$ cat config.mk
export PLATFORM = sky130hd
export DESIGN_NAME = seq_residual_pingpong
export DESIGN_NICKNAME = d
export VERILOG_FILES = /design/src/rtl/seq_residual_pingpong.sv
export SDC_FILE = /design/constraint.sdc
export NUM_CORES = 1
export LEC_CHECK = 0
export ABC_AREA = 1
export BUFFER_PORTS_ARGS = -buffer_cell sky130_fd_sc_hd__buf_2
export CORE_ASPECT_RATIO = 0.6
export CORE_MARGIN = 3
export CORE_UTILIZATION = 50
export DETAILED_ROUTE_END_ITERATION = 16
export PLACE_DENSITY = 0.62
export SLEW_MARGIN = 30
export SYNTH_ARGS = -nofsm -noshare
export SYNTH_HDL_FRONTEND = slang
export SYNTH_SLANG_ARGS = --single-unit
$ cat constraint.sdc
create_clock -name clk -period 4.8 [get_ports clk]
set_input_delay 0.48 -clock clk [delete_from_list [all_inputs] [get_ports clk]]
set_output_delay 0.48 -clock clk [all_outputs]
set_load 0.01 [all_outputs]
$ cat src/rtl/seq_residual_pingpong.sv
// seq_residual_pingpong
// Two-bank sequence buffer for the encoder pipeline. One bank captures
// SEQ_LEN tokens from the upstream sublayer, optionally adding a residual
// operand to each one. The other bank replays a completed sequence, in order,
// through a registered valid/ready output.
module seq_residual_pingpong #(
   parameter int DATA_W   = 16,
   parameter int SEQ_LEN  = 30,
   parameter int ADDR_W   = $clog2(SEQ_LEN),
   parameter int RESIDUAL = 1,
   parameter int SATURATE = 1
) (
   input  logic                     clk,
   input  logic                     rst,
   input  logic                     flush,
   input  logic                     wr_valid,
   output logic                     wr_ready,
   input  logic signed [DATA_W-1:0] wr_data,
   input  logic signed [DATA_W-1:0] wr_skip,
   output logic                     out_valid,
   input  logic                     out_ready,
   output logic signed [DATA_W-1:0] out_data,
   output logic        [ADDR_W-1:0] out_idx,
   output logic                     out_last,
   output logic                     seq_done,
   output logic                     err_overflow,
   output logic [1:0]               banks_full
);

   // Both banks live in one array: bank 0 at [0, SEQ_LEN), bank 1 at
   // [SEQ_LEN, 2*SEQ_LEN). One extra address bit covers both.
   localparam int                DEPTH    = 2 * SEQ_LEN;
   localparam int                MEM_AW   = ADDR_W + 1;
   localparam logic [ADDR_W-1:0] LAST_IDX = ADDR_W'(SEQ_LEN - 1);

   // Clamp value for a sum that left the signed DATA_W range.
   function automatic logic signed [DATA_W-1:0] sat_clamp(input logic neg);
      return neg ? {1'b1, {(DATA_W-1){1'b0}}} : {1'b0, {(DATA_W-1){1'b1}}};
   endfunction

   // Residual add at DATA_W+1 bits. It saturates or wraps according to
   // SATURATE. Overflow shows up as a disagreement between the two top bits.
   function automatic logic signed [DATA_W-1:0] res_add(
      input logic signed [DATA_W-1:0] a,
      input logic signed [DATA_W-1:0] b
   );
      logic signed [DATA_W:0] sum;
      sum = (DATA_W+1)'(a) + (DATA_W+1)'(b);
      if ((SATURATE != 0) && (sum[DATA_W] != sum[DATA_W-1]))
         return sat_clamp(sum[DATA_W]);
      return sum[DATA_W-1:0];
   endfunction

   // Flat memory address of (bank, index).
   function automatic logic [MEM_AW-1:0] bank_addr(
      input logic              bank,
      input logic [ADDR_W-1:0] idx
   );
      return bank ? (MEM_AW'(SEQ_LEN) + {1'b0, idx}) : {1'b0, idx};
   endfunction

   logic signed [DATA_W-1:0] mem [DEPTH];

   // Write-side state.
   logic              wr_bank;
   logic [ADDR_W-1:0] wr_idx;
   logic [1:0]        banks_full_r;
   logic              err_r;

   // Fetch pointer: the next token to move from memory into the output register.
   logic              fetch_bank;
   logic [ADDR_W-1:0] fetch_idx;

   // Output register stage.
   logic                     vld_p1;
   logic signed [DATA_W-1:0] data_p1;
   logic        [ADDR_W-1:0] idx_p1;
   logic                     last_p1;
   logic                     done_p1;

   // Combinational write / fetch decisions.
   logic signed [DATA_W-1:0] wr_sum_p0;
   logic [MEM_AW-1:0]        wr_addr_p0;
   logic [MEM_AW-1:0]        rd_addr_p0;
   logic                     wr_acc;
   logic                     wr_wrap;
   logic                     rd_acc;
   logic                     rd_done;
   logic                     pend_last;
   logic [1:0]               avail;
   logic                     load_p0;

   assign wr_ready = (banks_full_r != 2'd2);

   // Write-side value and handshake decisions for this cycle.
   always_comb begin
      wr_sum_p0  = (RESIDUAL != 0) ? res_add(wr_data, wr_skip) : wr_data;
      wr_addr_p0 = bank_addr(wr_bank, wr_idx);
      wr_acc     = wr_valid && wr_ready && !flush;
      wr_wrap    = wr_acc && (wr_idx == LAST_IDX);
   end

   // Read-side decisions. When the output register holds the last token of a
   // bank, that bank has been fetched completely but still counts in
   // banks_full. It is therefore excluded from what may still be fetched,
   // which keeps the next bank from being fetched before it is full.
   always_comb begin
      rd_acc     = vld_p1 && out_ready;
      rd_done    = rd_acc && last_p1;
      pend_last  = vld_p1 && last_p1;
      avail      = banks_full_r - {1'b0, pend_last};
      load_p0    = (avail != 2'd0) && (!vld_p1 || out_ready);
      rd_addr_p0 = bank_addr(fetch_bank, fetch_idx);
   end

   // Token storage; an accepted write lands in the current write bank.
   always_ff @(posedge clk) begin
      if (wr_acc)
         mem[wr_addr_p0] <= wr_sum_p0;
   end

   // Control and output register: pointers, bank count, replay, error flag.
   always_ff @(posedge clk or posedge rst) begin
      if (rst) begin
         wr_bank      <= 1'b0;
         wr_idx       <= '0;
         banks_full_r <= 2'd0;
         err_r        <= 1'b0;
         fetch_bank   <= 1'b0;
         fetch_idx    <= '0;
         vld_p1       <= 1'b0;
         data_p1      <= '0;
         idx_p1       <= '0;
         last_p1      <= 1'b0;
         done_p1      <= 1'b0;
      end else begin
         // A dropped write is sticky. Only rst clears it.
         if (wr_valid && !wr_ready)
            err_r <= 1'b1;

         if (flush) begin
            wr_bank      <= 1'b0;
            wr_idx       <= '0;
            banks_full_r <= 2'd0;
            fetch_bank   <= 1'b0;
            fetch_idx    <= '0;
            vld_p1       <= 1'b0;
            data_p1      <= '0;
            idx_p1       <= '0;
            last_p1      <= 1'b0;
            done_p1      <= 1'b0;
         end else begin
            // ---- write pointer ----
            if (wr_acc) begin
               wr_idx <= wr_wrap ? '0 : (wr_idx + ADDR_W'(1));
               if (wr_wrap)
                  wr_bank <= ~wr_bank;
            end

            // A bank completing on both sides in one cycle cancels out.
            banks_full_r <= banks_full_r + {1'b0, wr_wrap} - {1'b0, rd_done};

            // ---- stage p0 -> p1: memory read into the output register ----
            if (load_p0) begin
               data_p1 <= mem[rd_addr_p0];
               idx_p1  <= fetch_idx;
               last_p1 <= (fetch_idx == LAST_IDX);
               vld_p1  <= 1'b1;
               if (fetch_idx == LAST_IDX) begin
                  fetch_idx  <= '0;
                  fetch_bank <= ~fetch_bank;
               end else begin
                  fetch_idx <= fetch_idx + ADDR_W'(1);
               end
            end else if (rd_acc) begin
               vld_p1 <= 1'b0;
            end

            done_p1 <= rd_done;
         end
      end
   end

   assign out_valid    = vld_p1;
   assign out_data     = data_p1;
   assign out_idx      = idx_p1;
   assign out_last     = last_p1;
   assign seq_done     = done_p1;
   assign err_overflow = err_r;
   assign banks_full   = banks_full_r;

endmodule
==> metrics.md <==
| Metric | Value |
|---|---|
| RSZ-0062 raised after global routing | `no` |
| Adder-Cell Fraction of Synth Area | `less than 1%` |
| Vias per inst | `around 5.3` |
| Initial antenna violation count | `3` |
| IO Pins | `65` |
| Largest family of logic cells by synthesized area | `simple AND/OR/NAND/NOR gates` |
| Worst R2R Setup Slack | `between 1 and 1.5 ns` |
| Max_cap viols | `0` |
| Fin Clk Skew | `roughly 0.028 ns` |
| Synth Area in Simple Gates | `roughly a quarter` |
| Worst Tran Pin Value | `between 0.9 and 1 ns` |
| Crit Reg-Reg Endpoint | `out_data[1]$_DFFE_PP0P_` |
| CP Max Fanout | `between 100 and 150` |
| CP max stage cell | `dfrtp_4` |
| Total CTS buffers | `90` |
| Number of global-route vias before repair | `approximately 27000` |
| Wirelength per Cell | `approximately 21 um` |
| Met1 GRT Util | `39.8%` |
| Global-route wire length before repair | `175 mm` |
| Compound-Gate Fraction of Synth Area | `roughly 1.5%` |
| PD cells | `404 nW/um^2` |
| Synth top area cells | `edfxtp_1 (66%), nand2_1 (12%), nor2_1 (6.3%)` |
| WP data arrival | `about 4.0 ns` |
| Die ar. | `~91000 sq um` |
| Synth Instances | `~4200` |
| CTS sink cnt | `between 900 and 1000` |
| Share of the yosys chip area belonging to registers | `around 69%` |
| Synth top area share | `66.4%` |
| R2R cell count | `12` |
| Most common cell in the netlist | `nand2_1` |
| Starting density of the core | `roughly 50%` |
| Hold Startpoint | `wr_valid` |
| CP dominant cell by count | `nand2_1` |
| Post-route ant nets | `0` |
| Final hold vios | `0` |
| Top Usage Layer GRT | `met1` |
| Final worst slack | `1.40 ns` |
| Worst setup path class | `register to register` |
| Post-synth top area cell | `edfxtp_1` |
| Reg clk slew, reported paths | `about 0.07 ns` |
| Hold WC Path Type | `primary input to register` |
| Top cells by count, synth | `nand2_1 (1438), edfxtp_1 (960), nor2_1 (724)` |
| Maximum VDD drop | `0.318 mV` |
| Total chip power | `between 0.015 and 0.02 W` |
| Pre-CTS setup slack | `1.04 ns` |
| Core box area | `around 86000 sq um` |
| Final Max Tran Viols | `0` |
| Global route total overflow | `0` |
| Largest stage delay, worst path | `roughly 0.90 ns` |
| Met3 Resource Use GR | `under 10%` |
| Vias | `approximately 29000` |
| Total GRT Usage | `around a quarter` |
| Clk_lat worst skew | `between 0.6 and 0.7 ns` |
| Setup tns final | `0 ns` |
| TritonCTS clock tree | `yes` |
| GR Util met2 | `about 36%` |
| Fraction of the cycle the final worst path needs | `70.7%` |
| Synthesized area per cell | `just over 10 sq um` |
| Die H | `234 um` |
| Pleak | `between 15 and 20 nW` |
| Critical path cell sequence | `inv_16 > buf_12 > nor2_1 > o21ai_0 > nand2_1 > nand2_1 > nand3_1 > nand3_1 > nand2_1 > nand2_1 > nand3_1 > nand2_1` |
| CTS Buffer Depth | `3` |
| Buf/Inv on CP | `2` |
| Worst relative slew slack | `roughly 37%` |
| Drc violations | `0` |
| Final GP Congestion | `about 0.93` |
| Netlist cell types | `40` |
| Crit path time final | `around 3.4 ns` |
| Synth Flop Type | `edfxtp_1` |
| Nets@finish | `around 4400` |
| Worst r2r src | `fetch_idx[0]$_DFFE_PP0P_` |
| CP required | `~5.4 ns` |
| WHS Endpoint | `err_overflow$_DFFE_PP0P_` |
| Post-Route WL | `around 120 mm` |
| Xor and xnor fraction of the mapped netlist area | `0.343%` |
| Synthesis Warnings | `0` |
| Layout cells sized above 1 | `around 8.1%` |
| Mux contribution to synthesized area | `0%` |
| Post-DP HPWL | `67.1 mm` |
| Endpoints failing setup | `0` |
| Post-Syn Nets | `4306` |
| Max H-tree Level | `3` |
| Post-synthesis async set-or-reset flop share | `between 3 and 4%` |
| Critical path's top delay family | `simple AND/OR/NAND/NOR gates` |
| Iteration-0 DRC Markers | `around 3300` |
| Number of enable flip-flop cells after synthesis | `between 900 and 1000` |
| Port Buf Inserts | `between 60 and 70` |
| Status | `complete, no violations` |
| Area delta synth->final | `11.0%` |
| Iteration count of the initial detailed-routing pass | `5` |
| Hold depth | `2` |
| Setup crit end kind | `register` |
| Largest net degree at the start of global routing | `~120` |
| Mapped Area | `between 40000 and 50000 sq um` |
| Fmax | `295 MHz` |
| # rows | `83` |
| Crit start category | `register` |
| Diode count | `0` |
| CTS Root Cell | `clkbuf_16` |
| Die X | `386 um` |
| Register bit total from synthesis | `between 900 and 1000` |
==> cells in the final DEF (no fill, tap or decap), types with 9 or more instances in the layout <==
cell type	count
clkinv_2	13
dfrtp_1	38
o21ai_0	70
xor2_1	11
nand3_1	421
bufinv_16	9
nand2_1	1422
clkbuf_1	13
inv_1	259
nor2_1	722
buf_4	118
ha_1	26
buf_12	14
a21oi_1	13
buf_2	64
clkinv_1	26
nand2_2	19
clkbuf_16	91
o21ai_1	17
edfxtp_1	960
==> stage by stage <==
step / area, sq um / utilization [%] / hold slack, ns / instances
detailed placement: 45300 / 52.9 / 0.465 / 5374
global route: 48200 / 56.2 / 0.0562 / 5536
CTS: 48200 / 56.2 / 0.0367 / 5536
finish: 48200 / 56.2 / 0.0839 / 5536
global placement: 45300 / 52.9 / 0.448 / 5374
floorplan: 43400 / - / 0.512 / 4242
==> state kept, by name, indices dropped and copies added (netlist names) <==
name,count
out_last,1
err_overflow,1
wr_bank,1
mem,960
banks_full,2
fetch_idx,5
out_data,16
wr_idx,5
fetch_bank,1
seq_done,1
out_idx,5
out_valid,1
==> cell families after synthesis <==
group                      after synthesis
and+or+nand+nor                       2603
buffers and inverters                  476
adders and majority gates               27
xor gates and xnor gates                17
DFF                                    999
AOI/OAI and AO/OA                      120
==> final cells by class <==
class                      instances  area (sq um)
clock buffer                     104          2330
clock inverter                    57           510
fill                            7395         37600
inverter                         265          1020
multi-input combinational       2767         11600
sequential                       999         29800
tap                             1147          1440
timing repair buffer             197          1500
==> layer usage <==
layer / vias up / wire [um]
met2: 1242 / 47000
met3: 162 / 12400
met5: - / 7
met4: 2 / 2840
li1: 14100 / -
met1: 13900 / 53900
==> how the worst max path moves through the flow <==
stage                                         from                  endpoint  slack, ns  cells after the start
after floorplan                         wr_data[0]       mem[0][5]$_DFFE_PP_       1.25                     14
after global placement                  wr_data[0]      mem[36][3]$_DFFE_PP_       1.04                     12
after detailed placement                wr_data[0]      mem[40][4]$_DFFE_PP_       1.04                     12
after CTS                 fetch_idx[0]$_DFFE_PP0P_  out_data[13]$_DFFE_PP0P_       1.60                     13
after global routing      fetch_idx[0]$_DFFE_PP0P_   out_data[1]$_DFFE_PP0P_       1.29                     12
final                     fetch_idx[0]$_DFFE_PP0P_   out_data[1]$_DFFE_PP0P_       1.40                     12
==> repair_timing <==
item,in CTS,in global routing
endpoints found under the hold margin,39,0
resized for setup,0,0
setup endpoints to repair,0,0
buffers inserted,0,0
hold buffers,1,0
==> power by group <==
group	internal [W]	leakage, nW	switching, W
registers	0.0102	9.13	0.0000284
logic	0.000471	8.80	0.00167
clock network	0.00395	1.38	0.00317
total	0.0146	19.3	0.00487
Power figures use the tool's default switching activity.
